<file path="src/rtl/text_screen_pkg.sv">
// Shared text-screen constants, cell layout and fetcher state encoding.
// Imported by the screen RAM reader, its cell FIFO and its bus interface.
package text_screen_pkg;

    localparam int unsigned SCREEN_COLUMNS    = 80;
    localparam int unsigned SCREEN_ROWS       = 25;
    localparam int unsigned SCREEN_ADDR_WIDTH = 11;

    localparam int unsigned CODEPOINT_LSB = 0;
    localparam int unsigned ATTRIBUTE_LSB = 8;

    typedef struct packed {
        logic [7:0] codePoint;
        logic [7:0] attribute;
        logic [6:0] column;
        logic       last;
    } cell_t;

    typedef enum logic [1:0] {
        StIdle,
        StFetch,
        StDrain
    } fetch_state_e;

    function automatic cell_t make_cell(logic [15:0] word, logic [6:0] column, logic last);
        cell_t c;
        c.codePoint = word[CODEPOINT_LSB +: 8];
        c.attribute = word[ATTRIBUTE_LSB +: 8];
        c.column    = column;
        c.last      = last;
        return c;
    endfunction

endpackage

</file>
<file path="src/rtl/text_cell_fetcher_if.sv">
// Screen RAM read port plus the outgoing cell stream of the text cell fetcher.
// master = fetcher side, slave = RAM/pipeline side.
interface text_cell_fetcher_if
    import text_screen_pkg::*;
#(
    parameter int unsigned ADDR_WIDTH = SCREEN_ADDR_WIDTH
) ();

    logic                  ramEnable;
    logic [ADDR_WIDTH-1:0] ramAddress;
    logic [15:0]           ramData;
    logic                  cellValid;
    logic                  cellReady;
    logic [7:0]            cellCodePoint;
    logic [7:0]            cellAttribute;
    logic [6:0]            cellColumn;
    logic                  cellLast;

    modport master (
        output ramEnable,
        output ramAddress,
        input  ramData,
        output cellValid,
        input  cellReady,
        output cellCodePoint,
        output cellAttribute,
        output cellColumn,
        output cellLast
    );

    modport slave (
        input  ramEnable,
        input  ramAddress,
        output ramData,
        input  cellValid,
        output cellReady,
        input  cellCodePoint,
        input  cellAttribute,
        input  cellColumn,
        input  cellLast
    );

endinterface

</file>
<file path="src/rtl/text_cell_fifo.sv">
// Two-entry first-word-fall-through cell FIFO with synchronous flush.
// headCell reads as zero while empty so idle outputs stay at their reset values.
module text_cell_fifo
    import text_screen_pkg::*;
(
    input  logic       clock,
    input  logic       reset,
    input  logic       flush,
    input  logic       push,
    input  cell_t      pushCell,
    input  logic       pop,
    output cell_t      headCell,
    output logic [1:0] count
);

    cell_t mem [2];
    logic  wrPtr;
    logic  rdPtr;

    always_ff @(posedge clock) begin
        if (reset) begin
            for (int i = 0; i < 2; i++) begin
                mem[i] <= '0;
            end
            wrPtr <= 1'b0;
            rdPtr <= 1'b0;
            count <= 2'd0;
        end else if (flush) begin
            wrPtr <= 1'b0;
            rdPtr <= 1'b0;
            count <= 2'd0;
        end else begin
            if (push) begin
                mem[wrPtr] <= pushCell;
                wrPtr      <= ~wrPtr;
            end
            if (pop) begin
                rdPtr <= ~rdPtr;
            end
            unique case ({push, pop})
                2'b10:   count <= count + 2'd1;
                2'b01:   count <= count - 2'd1;
                default: count <= count;
            endcase
        end
    end

    assign headCell = (count == 2'd0) ? '0 : mem[rdPtr];

    // Issue pacing must never let a third cell arrive while two are held.
    always_ff @(posedge clock) begin
        if (!reset && !flush) begin
            assert (!(push && !pop && count == 2'd2));
        end
    end

endmodule

</file>
<file path="src/rtl/text_cell_fetcher.sv">
// Walks one character row of screen RAM and streams code point, attribute and
// column to the glyph pipeline, pacing reads so backpressure never drops a cell.
module text_cell_fetcher
    import text_screen_pkg::*;
#(
    parameter int unsigned COLUMNS    = SCREEN_COLUMNS,
    parameter int unsigned ROWS       = SCREEN_ROWS,
    parameter int unsigned ADDR_WIDTH = SCREEN_ADDR_WIDTH
) (
    input  logic                clock,
    input  logic                reset,
    input  logic                start,
    input  logic [4:0]          row,
    input  logic                abort,
    output logic                busy,
    text_cell_fetcher_if.master bus
);

    fetch_state_e          state;
    logic [ADDR_WIDTH-1:0] base;
    logic [6:0]            issueCol;
    logic [6:0]            inFlightCol;
    logic                  inFlight;
    logic [1:0]            fifoCount;
    logic [2:0]            committed;
    logic                  pop;
    logic                  issue;
    logic                  drained;
    cell_t                 pushCell;
    cell_t                 headCell;

    assign pop = bus.cellValid & bus.cellReady;

    // Cells already owed to the FIFO; a same-cycle pop frees one slot.
    assign committed = {1'b0, fifoCount} + {2'b00, inFlight};
    assign issue     = (state == StFetch) &&
                       ((committed < 3'd2) || (committed == 3'd2 && pop));
    assign drained   = !inFlight && ((fifoCount == 2'd0) || (fifoCount == 2'd1 && pop));

    assign bus.ramEnable  = issue;
    assign bus.ramAddress = issue ? base + ADDR_WIDTH'(issueCol) : '0;

    always_ff @(posedge clock) begin
        if (reset) begin
            state       <= StIdle;
            busy        <= 1'b0;
            base        <= '0;
            issueCol    <= '0;
            inFlightCol <= '0;
            inFlight    <= 1'b0;
        end else if (abort) begin
            state    <= StIdle;
            busy     <= 1'b0;
            issueCol <= '0;
            inFlight <= 1'b0;
        end else begin
            inFlight <= issue;
            if (issue) begin
                inFlightCol <= issueCol;
            end
            unique case (state)
                StIdle: begin
                    if (start && 32'(row) < ROWS) begin
                        base     <= ADDR_WIDTH'(row) * ADDR_WIDTH'(COLUMNS);
                        issueCol <= '0;
                        busy     <= 1'b1;
                        state    <= StFetch;
                    end
                end
                StFetch: begin
                    if (issue) begin
                        issueCol <= issueCol + 7'd1;
                        if (issueCol == 7'(COLUMNS - 1)) begin
                            state <= StDrain;
                        end
                    end
                end
                StDrain: begin
                    if (drained) begin
                        busy  <= 1'b0;
                        state <= StIdle;
                    end
                end
                default: state <= StIdle;
            endcase
        end
    end

    assign pushCell = make_cell(bus.ramData, inFlightCol, inFlightCol == 7'(COLUMNS - 1));

    text_cell_fifo u_fifo (
        .clock    (clock),
        .reset    (reset),
        .flush    (abort),
        .push     (inFlight),
        .pushCell (pushCell),
        .pop      (pop),
        .headCell (headCell),
        .count    (fifoCount)
    );

    assign bus.cellValid     = (fifoCount != 2'd0);
    assign bus.cellCodePoint = headCell.codePoint;
    assign bus.cellAttribute = headCell.attribute;
    assign bus.cellColumn    = headCell.column;
    assign bus.cellLast      = headCell.last;

endmodule

</file>
<file path="src/flat_wrapper.sv">
// flat-port wrapper written by rule: the top's interface ports become plain ports
module text_cell_fetcher_flat import text_screen_pkg::*;
#(
    parameter int unsigned COLUMNS    = SCREEN_COLUMNS,
    parameter int unsigned ROWS       = SCREEN_ROWS,
    parameter int unsigned ADDR_WIDTH = SCREEN_ADDR_WIDTH
)
  (clock, reset, start, row, abort, busy, bus_ramEnable, bus_ramAddress, bus_ramData, bus_cellValid, bus_cellReady, bus_cellCodePoint, bus_cellAttribute, bus_cellColumn, bus_cellLast);
  text_cell_fetcher_if #(.ADDR_WIDTH(ADDR_WIDTH)) bus_i ();
  input  logic clock;
  input  logic reset;
  input  logic start;
  input  logic [4:0] row;
  input  logic abort;
  output logic busy;
  output wire logic [$bits(bus_i.ramEnable)-1:0] bus_ramEnable;
  output wire logic [$bits(bus_i.ramAddress)-1:0] bus_ramAddress;
  input wire logic [$bits(bus_i.ramData)-1:0] bus_ramData;
  output wire logic [$bits(bus_i.cellValid)-1:0] bus_cellValid;
  input wire logic [$bits(bus_i.cellReady)-1:0] bus_cellReady;
  output wire logic [$bits(bus_i.cellCodePoint)-1:0] bus_cellCodePoint;
  output wire logic [$bits(bus_i.cellAttribute)-1:0] bus_cellAttribute;
  output wire logic [$bits(bus_i.cellColumn)-1:0] bus_cellColumn;
  output wire logic [$bits(bus_i.cellLast)-1:0] bus_cellLast;
  assign bus_ramEnable = bus_i.ramEnable;
  assign bus_ramAddress = bus_i.ramAddress;
  assign bus_i.ramData = bus_ramData;
  assign bus_cellValid = bus_i.cellValid;
  assign bus_i.cellReady = bus_cellReady;
  assign bus_cellCodePoint = bus_i.cellCodePoint;
  assign bus_cellAttribute = bus_i.cellAttribute;
  assign bus_cellColumn = bus_i.cellColumn;
  assign bus_cellLast = bus_i.cellLast;
  text_cell_fetcher #(.COLUMNS(COLUMNS), .ROWS(ROWS), .ADDR_WIDTH(ADDR_WIDTH)) u_core (.clock(clock), .reset(reset), .start(start), .row(row), .abort(abort), .busy(busy), .bus(bus_i));
endmodule
</file>
<file path="config.mk">
export PLATFORM = sky130hd
export DESIGN_NAME = text_cell_fetcher_flat
export DESIGN_NICKNAME = d
export VERILOG_FILES = /design/src/rtl/text_screen_pkg.sv /design/src/rtl/text_cell_fetcher_if.sv /design/src/rtl/text_cell_fifo.sv /design/src/rtl/text_cell_fetcher.sv /design/src/flat_wrapper.sv
export SDC_FILE = /design/constraint.sdc
export NUM_CORES = 1
export LEC_CHECK = 0
export ABC_AREA = 1
export BUFFER_PORTS_ARGS = -buffer_cell sky130_fd_sc_hd__buf_4
export CELL_PAD_IN_SITES_DETAIL_PLACEMENT = 0
export CELL_PAD_IN_SITES_GLOBAL_PLACEMENT = 1
export CORE_UTILIZATION = 28
export CTS_BUF_LIST = sky130_fd_sc_hd__clkbuf_16
export DETAILED_ROUTE_END_ITERATION = 16
export GPL_TIMING_DRIVEN = 0
export MAX_ROUTING_LAYER = met4
export PLACE_DENSITY = 0.55
export SYNTH_ARGS = -nofsm -noshare
export SYNTH_HDL_FRONTEND = slang
export SYNTH_HIERARCHICAL = 1
export SYNTH_SLANG_ARGS = --single-unit
</file>
<file path="constraint.sdc">
create_clock -name clock -period 2.25 [get_ports clock]
set_clock_uncertainty 0.1 [all_clocks]
set_input_delay 0.225 -clock clock [delete_from_list [all_inputs] [get_ports clock]]
set_output_delay 0.225 -clock clock [all_outputs]
set_load 0.1 [all_outputs]
</file>
# Word-level counts from Yosys, hierarchy flattened
# Memories as Yosys holds them, arrays and structs flattened. A register that Yosys moved wholly into a read port is not among the register bits.
# Cells that the tools add are included.
# word_totals
regBits	29
mem_count	1
ramBits	48
out_inout_bits	38
# classes
n_eq_ne	12
n_mul	1
bitwise_logic	4
add_sub_neg	5
order_cmp	2
muxes	25
reduce_logical	21
# memory_table
memory	depth	width	read_ports	rd_ports_with_merged_regs	write_ports	line	source
u_core.u_fifo.mem	2	24	1	1	2	text_cell_fifo.sv:16	cell_t mem [2];
# op_table
op	n
$mux 24	2
$reduce_or 24->1	1
$eq 7x7->1 const B	2
$mux 7	2
$pmux 7 s2	1
$mux 1	12
$add 11x7->11	1
$mux 11	1
$reduce_and 3->1	3
$mux 2	4
$reduce_bool 2->1	4
$add 7x1->7 const B	1
$mul 5x3->7 const B	1
$eq 2x1->1 const B	3
$ne 2x1->1 const B	3
$pmux 2 s3	1
$logic_and 1x1->1	5
$lt 5x5->1 const B	1
$eq 2x2->1 const B	2
$logic_not 2->1	2
$pmux 2 s2	1
$reduce_and 4->1	1
$add 2x1->3	1
$eq 3x2->1 const B	1
other kinds (11)	14

# Logic depth before layout (Yosys ltp)
# logic_depth
depth_word	7
depth_mapped	12
mapped_depth_nobuf	12

# Hierarchy
# Netlist, hierarchy kept.
# modules_own_cells
mod	instances	cells_each	area_each_um2
text_cell_fifo	1	238	2416.1
text_cell_fetcher	1	217	1675.4

# Worst setup path after synthesis
# Ideal clock, no wire load.
# synth_path
path_type	register to output
start	register u_core.u_fifo.count[0]
end	output bus_ramAddress[10]
stages_incl_launch_ff	13
arrival_time_ps	2890
setup_slack_ps	-965
n_path_buf	1
required_ps	1925
cell_sequence	dfxtp_1 ha_1 inv_1 ha_1 nand2_1 nor2_8 nand2_4 nand2_4 nand2_4 inv_4 buf_12 nand2_1 nor2_1
# synth_via
elab_chain_cells	6
word_cells_on_any_way	9
cone_classes	1 x add/sub; 1 x order compare; 1 x eq/ne; 1 x mux; 1 x bitwise; 4 x reduce/logical
# synth_rtl
item	line	source
from (decl)	text_cell_fifo.sv:13	output logic [1:0] count
from (signal assigned)	text_cell_fifo.sv:41	2'b10: count <= count + 2'd1;
from (signal assigned)	text_cell_fifo.sv:42	2'b01: count <= count - 2'd1;
from (signal assigned)	text_cell_fifo.sv:43	default: count <= count;
branches (longest 3 deep; another with $add 2x1->3)	-	
$logic_or 1x1->1 *	text_cell_fetcher.sv:37	((committed < 3'd2) || (committed == 3'd2 && pop));
$logic_and 1x1->1 *	text_cell_fetcher.sv:36	assign issue = (state == StFetch) &&
named net bus_ramEnable	flat_wrapper.sv:16	output wire logic [$bits(bus_i.ramEnable)-1:0] bus_ramEnable;
$mux 11 *	text_cell_fetcher.sv:41	assign bus.ramAddress = issue ? base + ADDR_WIDTH'(issueCol) : '0;
to (decl)	flat_wrapper.sv:17	output wire logic [$bits(bus_i.ramAddress)-1:0] bus_ramAddress;
# Mark *: on every way through the listed nets, which the timed path passes.

# Final worst setup path
# layout_path
start	register u_core.u_fifo.count[0]
end	output bus_ramAddress[6]
# layout_via
elab_chain_cells	6
word_cells_on_any_way	9
cone_classes	1 x add/sub; 1 x order compare; 1 x eq/ne; 1 x mux; 1 x bitwise; 4 x reduce/logical
# layout_rtl
item	line
branches (longest 3 deep; another with $add 2x1->3)	-
$logic_or 1x1->1 *	text_cell_fetcher.sv:37
$logic_and 1x1->1 *	text_cell_fetcher.sv:36
$mux 11 *	text_cell_fetcher.sv:41
# Every way passes the cells marked *.

==> impl_results.md <==
* Number of synthesized flops with an enable pin at 48
* Synthesized cell area at 0.004091 mm²
* Initial DRT Pass Iterations at 4
* Fin. Hold Viols at 0
* Peak VDD IR at 0.3299 mV
* Hold Path Origin: abort
* Vias per inst at 4.393
* Endpoints failing setup at 12
* Post-synthesis net count at 497
* Hold_buf cts at 0
* Clock Sinks at 78
* Hold Crit Depth at 2
* Violated checks: negative setup slack
* IO Count at 64
* CTS tree: built
* Final Slew Violations at 0
* Total CTS buffers at 9
* Routability cong. at 0.7356
* PwrDens at 587.3 mW/mm²
* Setup_tns at -731.8 ps
* H-tree depth at 3
* CTS clock-pin slew for the worst setup and hold paths at 60 ps
* Die span in y at 122.9 µm
* Leakage at 2.132 nW
* Area delta synth->final at 35.75%
* Drt drc at 0
* Crit path launch type: flop
* Number of max-cap violations at 0
* Slack of the worst reg-to-reg path at 230 ps
* Final ANT Viol Nets at 0
* Clk buf depth at 2
* Switching Fraction at 0.2345
* Synth cell types at 34
* Internal power at 2.497 mW
* Ys flop type: edfxtp_1
* Die span in x at 122.9 µm
* Mapped Cells at 455
* HP Class: input port to flop
* Overall Global Routing Usage at 0.1417
* Initial antenna violation count at 0
* Power Total at 3.262 mW
* CTS root buf: clkbuf_16
* Max Clk Rate at 422.0 MHz
* Critical-path top delay cell: dfxtp_4
* Avg Inst Size Synth at 8.992 µm²
* Psw at 0.7650 mW
* # rows at 43
* Final Cycle Share at 1.053
* Drt total wl at 9.552 mm
* Critical Path Max Stage Delay at 360 ps
* Via Count at 3185
* Gate power share at 0.084
* Seq/Total Area, Yosys at 0.4991
* Setup WS post-layout at -119.4 ps
* Cell with the most instances after synthesis: nand2_1
* # nets final at 583
* CP dominant cell by count: nand2_4
* Worst-path cell chain: ha_4, inv_2, ha_4, nand2_4, nor2_8, nand2_4, nand2_4, nand2_4, inv_4, buf_12, o21ai_4, a21oi_4, buf_12
* Worst-path maximum fanout at 7
* R2R depth at 14
* # diodes at 0
* Max-slew headroom at 0.5750
* Worst r2r src: u_core/u_fifo/count[0]
* Minimum clock period at 2369 ps
* Largest net degree at the start of global routing at 25
* Die Footprint at 0.01510 mm²
* Clock group share of total power at 0.434
* Hold EP: u_core/u_fifo/rdPtr
* Port-buffer cells at 63
* Reg power frac at 0.482
* Fraction of registers with async set/reset at 0
* Final HPWL DP at 6.583 mm
* Largest area contributor in the netlist: edfxtp_1
* Kind of end point of the critical path: output pin
* Core area at 0.01404 mm²
* Vias in the first global route at 3121
* Wire per inst at 13.18 µm
* GRT overflow at 0
* RSZ-0062 raised after global routing: yes
* Status: finished, violations left
* CP bufs+invs at 4
* Actual slew at the worst max-slew pin at 635.3 ps
* Initial Utilization at 0.2914
* CP arrival at 2040 ps
* Crit path required time at 1920 ps
* 1st-iter DRT viols at 111
* Layout cells sized above 1 at 0.3615
* Worst skew pair latency at 330 ps
* #FFs+latches synth at 78
* Synthesis Warnings at 6
* CP Class: flop to output pin
* Main area contributors after synthesis: edfxtp_1 (35%), dfxtp_1 (15%), nand2_1 (8.8%)
* Share of the synthesized area in the top cell type at 0.3523
* First-pass GRT wire length at 15.70 mm
* Most frequent cells after synthesis: nand2_1 (96), inv_1 (55), nor2_1 (55), edfxtp_1 (48), a21oi_1 (47)
* Largest delay share family, worst path: buffers and inverters
* R2r endpoint: u_core/issueCol[4]
## per-layer routing
| metal | vias up | part of all wire | GRT usage |
|---|---|---|---|
| met4 | 0 | 0.012 | 0.04573 |
| met2 | 62 | 0.48 | 0.2321 |
| li1 | 1647 | - | - |
| met1 | 1465 | 0.47 | 0.1729 |
| met3 | 11 | 0.041 | 0.03067 |
| met5 | - | 0 | - |
## flip-flops by register name, indices dropped and copies added (netlist names), named ones only
signal / cells
u_core/u_fifo/count: 2
u_core/issueCol: 7
u_core/u_fifo/wrPtr: 1
u_core/busy: 1
u_core/base: 7
u_core/inFlightCol: 7
u_core/inFlight: 1
u_core/state: 2
u_core/u_fifo/rdPtr: 1
u_core/u_fifo/mem: 48
## power groups by stage
stage / Combinational, mW / Sequential [mW] / Clock, mW
2_1_floorplan: 0.168 / 1.61 / 0
3_3_place_gp: 0.262 / 1.61 / 0
3_5_place_dp: 0.261 / 1.61 / 0
4_1_cts: 0.278 / 1.58 / 1.45
5_1_grt: 0.305 / 1.58 / 1.50
6_report: 0.274 / 1.57 / 1.41
## worst max-delay path by stage
stage	to	slack, ps	start	cells past startpoint
2_1_floorplan	bus_cellCodePoint[2]	-280	flop	5
3_5_place_dp	bus_ramAddress[10]	-370	u_core/issueCol[4]	7
3_3_place_gp	bus_ramAddress[10]	-350	u_core/issueCol[4]	7
5_1_grt	bus_ramAddress[6]	-200	u_core/u_fifo/count[0]	13
6_report	bus_ramAddress[6]	-120	u_core/u_fifo/count[0]	13
4_1_cts	bus_ramAddress[6]	-150	u_core/inFlight	13
## logic make-up after synthesis
family                   count (synthesis)  synth area share
buffers and inverters                   75           0.08777
AO/OA/AOI/OAI                           67           0.09388
XOR/XNOR                                 4          0.008564
AND/OR/NAND/NOR                        215            0.2581
flip-flops                              78            0.4991
adder cells (fa/ha/maj)                 16           0.05260
## cell usage in the layout (no fill, tap or decap), types with 5 or more instances in the layout
cell       count
clkbuf_16      9
nand3_2        7
buf_12        12
dfxtp_1       26
nor2_2        23
a21oi_4        5
inv_1         53
ha_1          10
inv_2          7
buf_4         65
a21oi_1       36
edfxtp_1      48
nor2_4        12
buf_6          6
a21oi_2       14
nor2_1        46
o21ai_0        5
nand2_1       93
nand3_1       15
## through the flow
step | utilization | setup WS [ps] | instances | hold WS (ps) | instance area (µm²)
5_1_grt | 0.3955 | -203.3 | 725 | 30.60 | 5554
4_1_cts | 0.3933 | -148.9 | 722 | 20.70 | 5523
3_3_place_gp | 0.3525 | -350.6 | 698 | 362.5 | 4950
3_5_place_dp | 0.3525 | -372.9 | 698 | 374.8 | 4950
2_1_floorplan | - | -279.7 | 455 | 194.1 | 4252
6_report | 0.3955 | -119.4 | 725 | 27.26 | 5554
## area by class of cell
type	count	area (µm²)
clock inverters	6	63.81
clock buffers	9	225.2
fillers	1437	8488
flip-flops and latches	78	2057
multi-input cells	302	1922
repair buffers	76	708.2
plain buffers	13	121.4
well taps	180	225.2
inverters	61	231.5
## repair_timing
item                                   CTS  global route
endpoints found under the hold margin    0             0
setup endpoints to repair               44            37
setup buffers                            9             4
pin swaps                                4             3
gates resized for setup                 52             6
gates cloned                             0             0
Power figures use the tool's default switching activity.
